--- src/rtl/rd_xfr_ctrl_pkg.sv ---
// Shared definitions for the RD transfer controller: state encodings,
// STATUS bit positions, default parameters and a saturating increment.
package rd_xfr_ctrl_pkg;

    typedef enum logic [2:0] {
        ST_IDLE  = 3'd0,
        ST_START = 3'd1,
        ST_WAIT  = 3'd2,
        ST_XFR   = 3'd3,
        ST_FIN   = 3'd4
    } xfr_state_t;

    localparam int STAT_START_TMO = 15;
    localparam int STAT_XFR_TMO   = 14;
    localparam int STAT_SHORT     = 13;
    localparam int STAT_OVERRUN   = 12;

    localparam int DEF_XFR_WORDS = 2048;
    localparam int DEF_START_LEN = 4;
    localparam int DEF_START_TMO = 4096;
    localparam int DEF_XFR_TMO   = 65535;
    localparam int DEF_QDEPTH    = 4;

    localparam int WCNT_W = 12;
    localparam int TMO_W  = 16;

    function automatic logic [7:0] sat_inc8(input logic [7:0] v);
        return (v == 8'hFF) ? v : v + 8'd1;
    endfunction

endpackage

--- src/rtl/rd_trig_fifo.sv ---
// Pending shower-trigger queue: small show-ahead FIFO of SDE buffer numbers.
// A pop is honoured together with a push even when the queue is full.
module rd_trig_fifo #(
    parameter int DEPTH = 4,
    parameter int W     = 2
) (
    input  logic         clk,
    input  logic         rst_n,
    input  logic         flush,
    input  logic         push,
    input  logic         pop,
    input  logic [W-1:0] din,
    output logic [W-1:0] dout,
    output logic         full,
    output logic         empty
);
    localparam int AW = $clog2(DEPTH);
    localparam logic [AW:0] FULL_CNT = (AW+1)'(DEPTH);

    logic [W-1:0]  mem [DEPTH];
    logic [AW-1:0] wr_ptr_reg;
    logic [AW-1:0] rd_ptr_reg;
    logic [AW:0]   cnt_reg;
    logic          do_push;
    logic          do_pop;

    assign empty   = (cnt_reg == '0);
    assign full    = (cnt_reg == FULL_CNT);
    assign do_pop  = pop & ~empty;
    assign do_push = push & (~full | do_pop);
    assign dout    = mem[rd_ptr_reg];

    always_ff @(posedge clk) begin
        if (do_push) begin
            mem[wr_ptr_reg] <= din;
        end
    end

    always_ff @(posedge clk or negedge rst_n) begin
        if (!rst_n) begin
            wr_ptr_reg <= '0;
            rd_ptr_reg <= '0;
            cnt_reg    <= '0;
        end else if (flush) begin
            wr_ptr_reg <= '0;
            rd_ptr_reg <= '0;
            cnt_reg    <= '0;
        end else begin
            if (do_push) wr_ptr_reg <= wr_ptr_reg + AW'(1);
            if (do_pop)  rd_ptr_reg <= rd_ptr_reg + AW'(1);
            case ({do_push, do_pop})
                2'b10:   cnt_reg <= cnt_reg + (AW+1)'(1);
                2'b01:   cnt_reg <= cnt_reg - (AW+1)'(1);
                default: cnt_reg <= cnt_reg;
            endcase
        end
    end

endmodule

--- src/rtl/rd_xfr_ctrl.sv ---
// RD transfer sequencer: pops queued triggers, requests a transfer, gates the
// word receiver while busy, supervises it with timeouts and reports DONE/STATUS.
module rd_xfr_ctrl
    import rd_xfr_ctrl_pkg::*;
#(
    parameter int XFR_WORDS = DEF_XFR_WORDS,
    parameter int START_LEN = DEF_START_LEN,
    parameter int START_TMO = DEF_START_TMO,
    parameter int XFR_TMO   = DEF_XFR_TMO,
    parameter int QDEPTH    = DEF_QDEPTH
) (
    input  logic        CLK120,
    input  logic        RESETN,
    input  logic        ENABLE,
    input  logic        TRIGGER,
    input  logic [1:0]  TRIG_BUF,
    input  logic        RD_BUSY,
    input  logic        WORD_STB,
    input  logic        PARITY_ERR,
    output logic        XFR_START,
    output logic [1:0]  XFR_BUF,
    output logic        RCV_EN,
    output logic        DONE,
    output logic [15:0] STATUS,
    output logic [7:0]  PERR_CNT,
    output logic [7:0]  DROP_CNT
);
    // The start timeout runs from START entry, but the counter restarts in WAIT,
    // so the WAIT limit is shortened by the START pulse length.
    localparam logic [TMO_W-1:0] START_LAST = TMO_W'(START_LEN - 1);
    localparam logic [TMO_W-1:0] WAIT_LAST  = TMO_W'(START_TMO - START_LEN - 1);
    localparam logic [TMO_W-1:0] XFR_LAST   = TMO_W'(XFR_TMO - 1);
    localparam logic [WCNT_W:0]  WORDS_MAX  = (WCNT_W+1)'(XFR_WORDS);

    xfr_state_t        state_reg;
    xfr_state_t        state_next;
    logic [TMO_W-1:0]  tmo_cnt_reg;
    logic [WCNT_W-1:0] word_cnt_reg;
    logic [WCNT_W-1:0] words_upd;
    logic [7:0]        perr_cnt_reg;
    logic [7:0]        perr_upd;
    logic [7:0]        perr_out_reg;
    logic [7:0]        drop_cnt_reg;
    logic              ovr_reg;
    logic              ovr_upd;
    logic [1:0]        xfr_buf_reg;
    logic [15:0]       status_reg;
    logic [15:0]       status_next;
    logic              load_status;
    logic              fifo_push;
    logic              fifo_pop;
    logic              fifo_full;
    logic              fifo_empty;
    logic [1:0]        fifo_dout;
    logic              in_xfr;
    logic              word_take;

    assign fifo_push = TRIGGER & ENABLE;

    rd_trig_fifo #(
        .DEPTH (QDEPTH),
        .W     (2)
    ) u_trig_fifo (
        .clk   (CLK120),
        .rst_n (RESETN),
        .flush (~ENABLE),
        .push  (fifo_push),
        .pop   (fifo_pop),
        .din   (TRIG_BUF),
        .dout  (fifo_dout),
        .full  (fifo_full),
        .empty (fifo_empty)
    );

    assign in_xfr    = (state_reg == ST_XFR);
    assign word_take = in_xfr && WORD_STB && ({1'b0, word_cnt_reg} < WORDS_MAX)
                       && (word_cnt_reg != '1);
    assign words_upd = word_cnt_reg + WCNT_W'(word_take);
    assign ovr_upd   = ovr_reg | (in_xfr & WORD_STB & ~word_take);
    assign perr_upd  = (in_xfr && WORD_STB && PARITY_ERR) ? sat_inc8(perr_cnt_reg) : perr_cnt_reg;

    always_comb begin
        state_next  = state_reg;
        fifo_pop    = 1'b0;
        load_status = 1'b0;
        status_next = status_reg;
        case (state_reg)
            ST_IDLE: begin
                if (!fifo_empty) begin
                    fifo_pop   = 1'b1;
                    state_next = ST_START;
                end
            end
            ST_START: begin
                if (tmo_cnt_reg == START_LAST) begin
                    state_next = RD_BUSY ? ST_XFR : ST_WAIT;
                end
            end
            ST_WAIT: begin
                if (RD_BUSY) begin
                    state_next = ST_XFR;
                end else if (tmo_cnt_reg == WAIT_LAST) begin
                    state_next                  = ST_FIN;
                    load_status                 = 1'b1;
                    status_next                 = '0;
                    status_next[STAT_START_TMO] = 1'b1;
                    status_next[WCNT_W-1:0]     = word_cnt_reg;
                end
            end
            ST_XFR: begin
                // Timeout is checked first so it wins over a coincident busy fall.
                if (tmo_cnt_reg == XFR_LAST || !RD_BUSY) begin
                    state_next                = ST_FIN;
                    load_status               = 1'b1;
                    status_next               = '0;
                    status_next[WCNT_W-1:0]   = words_upd;
                    status_next[STAT_OVERRUN] = ovr_upd;
                    if (tmo_cnt_reg == XFR_LAST) begin
                        status_next[STAT_XFR_TMO] = 1'b1;
                    end else begin
                        status_next[STAT_SHORT] = ({1'b0, words_upd} < WORDS_MAX);
                    end
                end
            end
            ST_FIN: begin
                state_next = ST_IDLE;
            end
            default: begin
                state_next = ST_IDLE;
            end
        endcase
        if (!ENABLE) begin
            state_next  = ST_IDLE;
            fifo_pop    = 1'b0;
            load_status = 1'b0;
            status_next = status_reg;
        end
    end

    always_ff @(posedge CLK120 or negedge RESETN) begin
        if (!RESETN) begin
            state_reg    <= ST_IDLE;
            tmo_cnt_reg  <= '0;
            word_cnt_reg <= '0;
            perr_cnt_reg <= '0;
            perr_out_reg <= '0;
            drop_cnt_reg <= '0;
            ovr_reg      <= 1'b0;
            xfr_buf_reg  <= '0;
            status_reg   <= '0;
        end else begin
            state_reg <= state_next;
            if (state_next != state_reg || state_reg == ST_IDLE) begin
                tmo_cnt_reg <= '0;
            end else begin
                tmo_cnt_reg <= tmo_cnt_reg + TMO_W'(1);
            end
            if (fifo_pop) begin
                word_cnt_reg <= '0;
                perr_cnt_reg <= '0;
                ovr_reg      <= 1'b0;
                xfr_buf_reg  <= fifo_dout;
            end else if (in_xfr) begin
                word_cnt_reg <= words_upd;
                perr_cnt_reg <= perr_upd;
                ovr_reg      <= ovr_upd;
            end
            // STATUS and PERR_CNT are snapshots that stay put until the next DONE.
            if (load_status) begin
                status_reg   <= status_next;
                perr_out_reg <= perr_upd;
            end
            if (fifo_push && fifo_full && !fifo_pop) begin
                drop_cnt_reg <= sat_inc8(drop_cnt_reg);
            end
        end
    end

    assign XFR_START = (state_reg == ST_START);
    assign RCV_EN    = in_xfr;
    assign DONE      = (state_reg == ST_FIN);
    assign XFR_BUF   = xfr_buf_reg;
    assign STATUS    = status_reg;
    assign PERR_CNT  = perr_out_reg;
    assign DROP_CNT  = drop_cnt_reg;

endmodule

--- config.mk ---
export PLATFORM = sky130hd
export DESIGN_NAME = rd_xfr_ctrl
export DESIGN_NICKNAME = d
export VERILOG_FILES = /design/src/rtl/rd_xfr_ctrl_pkg.sv /design/src/rtl/rd_trig_fifo.sv /design/src/rtl/rd_xfr_ctrl.sv
export SDC_FILE = /design/constraint.sdc
export NUM_CORES = 1
export LEC_CHECK = 0
export BUFFER_PORTS_ARGS = -buffer_cell sky130_fd_sc_hd__buf_4
export CAP_MARGIN = 10
export CORE_MARGIN = 8
export CORE_UTILIZATION = 23
export DETAILED_ROUTE_END_ITERATION = 7
export GPL_TIMING_DRIVEN = 0
export PLACE_DENSITY = 0.4
export SETUP_SLACK_MARGIN = 0.3
export SLEW_MARGIN = 20
export SYNTH_ARGS = -nofsm -noshare
export SYNTH_HDL_FRONTEND = slang
export SYNTH_SLANG_ARGS = --single-unit
--- constraint.sdc ---
create_clock -name CLK120 -period 5.2 [get_ports CLK120]
set_input_delay 0.78 -clock CLK120 [delete_from_list [all_inputs] [get_ports CLK120]]
set_output_delay 0.78 -clock CLK120 [all_outputs]
set_load 0.01 [all_outputs]
==> metrics.yaml <==
hold_viol: 0
max_freq_ghz: 0.342
clkSinkCount: 89
synth-edff-count: 8
diodes: 0
cts.reportedPaths.clkPinSlew_ps: 60
io_buffers: 44
routed_wirelength_um: 10200
cts_hold_buf: 0
rsz0062_at_grt: "no"
synth-xor-area-share: 0.0784
viasPerCell: 4.25
p_leak_nw: 2.41
grt_overflow: 0
synthMuxAreaShare: 0.0837
stdcell_count: 742
path_class: "reg2reg"
maxSlewViolCount: 0
cts_setup_buffers: 0
finClkSkew_ps: 6.37
dp.cells: 726
dr.pass1.iters: 4
setup_tns_ps: 0
vdd_drop_max_mv: 0.171
die_y_um: 155
hp-start: "XFR_BUF[0]$_DFFE_PN0N_"
postSynthAreaPerCell_um2: 10.7
syn-instance-count: 417
row_count: 51
outcome: "finished, final reports clean"
vias: 3151
cts_resized: 0
htreeDepth: 3
wl_per_cell_um: 13.7
crit_buf_inv: 0
synth.distinct_cells: 56
place.gp.congestion: 0.768
worstSetupStartpointType: "register"
ys.flop_type: "dfrtp_1"
cts_tree: "built"
yosysSeqAreaShare: 0.507
worstHoldPathType: "reg2reg"
period_needed_ps: 2930
synthSimpleGateAreaFrac: 0.205
cp_slowest_stage_delay_ps: 610
synthAdderAreaFrac: 0.0325
core_um2: 19300
crit_path_end_kind: "register"
synth_fp_nets: 437
clockRootBuffer: "clkbuf_16"
slowest_stage: "nor3_1"
cp-startpoint: "u_trig_fifo.cnt_reg[0]$_DFFE_PN0P_"
setup_viol: 0
cp_max_fo: 10
place_hpwl_um: 7260
antenna_found_initial: 0
critPathRequiredTime_ps: 5430
remaining_drc_errors: 0
grt_usage: 0.0887
crit_arrival_ps: 3160
detail-route-antenna-nets: 0
design.portCount: 46
start_util: 0.232
maxCapViolations: 0
path_cells: "nor3_1, nor2_2, nand2_1, nor2_1, fa_1, nor4_1, o21ai_0, o311a_1"
grt_max_degree: 82
area_growth_pct: 21.2
grt_pass1_wl_um: 16900
drive_gt1_frac: 0.187
grt_pass1_vias: 3254
worstMarginPinSlew_ps: 752
async_flop_share: 0.910
synth_compound_area_frac: 0.0549
maxSlewHeadroom: 0.499
synth_top_family_by_area: "simple AND/OR/NAND/NOR gates"
fin_crit_sh: 0.563
clk_path_buf_depth: 2
die_area_um2: 24200
cts_made_buffers: 9
fin_nets: 492
path_delay_family: "simple AND/OR/NAND/NOR gates"
p_per_area_nw_per_um2: 339
r2r-start: "u_trig_fifo.cnt_reg[0]$_DFFE_PN0P_"
die_x_um: 155
synthesis.area_um2: 4470
synth.ff_latch_count: 89
yosysWarnings: 0
first_iter_violations: 141
clk_latency_ps: 350
cells in the mapped netlist (all sizes together) (14+ instances only):
library cell,n,area (um2)
nand3,17,90.1
nand4,15,93.8
dfrtp,81,2030
nor3,29,171
nor2,27,104
inv,24,90.1
nand2,40,150
mux2,15,169
xnor2,14,123
mux2i,16,160
xor2,26,228
kinds of logic (layout without fill, tap and decap cells):
logic type,count (synthesis),after routing
mux,33,33
xor+xnor,40,40
flops,89,89
buf+inv,38,98
compound gates,35,35
fa+ha+maj,11,11
simple gates,171,171
routing by layer:
metal	GRT usage	vias up	wire length [um]
met5	0	-	0
met4	0.0323	0	150
met3	0.0305	11	496
met2	0.142	50	4680
met1	0.109	1512	4840
li1	-	1578	-
cell type report:
cell class | instances | area [um2]
plain buffers | 13 | 77.6
multi-input cells | 290 | 2030
clock buffers | 10 | 239
flip-flops and latches | 89 | 2270
clock inverters | 6 | 42.5
repair buffers | 44 | 334
well taps | 265 | 332
fillers | 2058 | 13900
inverters | 25 | 93.8
placed cells by master (no fill, tap or decap), types with 8 or more instances in the layout:
cell type	synthesis	final
mux2i_1	16	16
nor2_1	26	26
buf_4	0	43
and2_1	10	10
nand2_1	40	40
inv_1	24	24
dfrtp_1	81	81
xnor2_1	14	14
nand3_1	16	16
edfxtp_1	8	8
clkbuf_16	0	9
mux2_1	8	8
nand4_1	15	15
ha_1	10	10
nor3_1	25	25
xor2_1	26	26
worst reg2reg max path, stage by stage, from the launching register on:
cell and delay (ps):
dfrtp_1 440, nor3_1 610, nor2_2 220, nand2_1 400
nor2_1 100, fa_1 390, nor4_1 350, o21ai_0 150
o311a_1 130
through the flow:
| step | instance area, um2 | hold WS [ps] | worst slack (ps) | utilization | total power [mW] |
|---|---|---|---|---|---|
| 2_1_floorplan | 4470 | 452 | 2780 | - | 1.08 |
| 3_3_place_gp | 5130 | 473 | 2270 | 0.266 | 1.23 |
| 3_5_place_dp | 5130 | 476 | 2210 | 0.266 | 1.24 |
| 4_1_cts | 5410 | 492 | 2190 | 0.281 | 1.88 |
| 5_1_grt | 5420 | 507 | 1930 | 0.281 | 1.96 |
| 6_report | 5420 | 482 | 2270 | 0.281 | 1.84 |
worst paths after layout:
kind	to	slack (ps)	cells after the start
setup / recovery	u_trig_fifo.cnt_reg[2]$_DFFE_PN0P_	2270	8
hold / removal	XFR_BUF[0]$_DFFE_PN0N_	480	2
setup reg to reg	u_trig_fifo.cnt_reg[2]$_DFFE_PN0P_	2270	8
hold reg to reg	XFR_BUF[0]$_DFFE_PN0N_	480	2
max in group asynchronous	DROP_CNT[3]$_DFFE_PN0P_	4210	1
min in group asynchronous	STATUS[7]$_DFFE_PN0P_	490	1
where the power goes:
group | leakage (nW) | switching, mW | internal (mW)
sequential | 1.14 | 0.0524 | 0.750
clock | 0.135 | 0.283 | 0.338
combinational | 1.14 | 0.261 | 0.153
total | 2.41 | 0.597 | 1.24
Power figures use the tool's default switching activity.
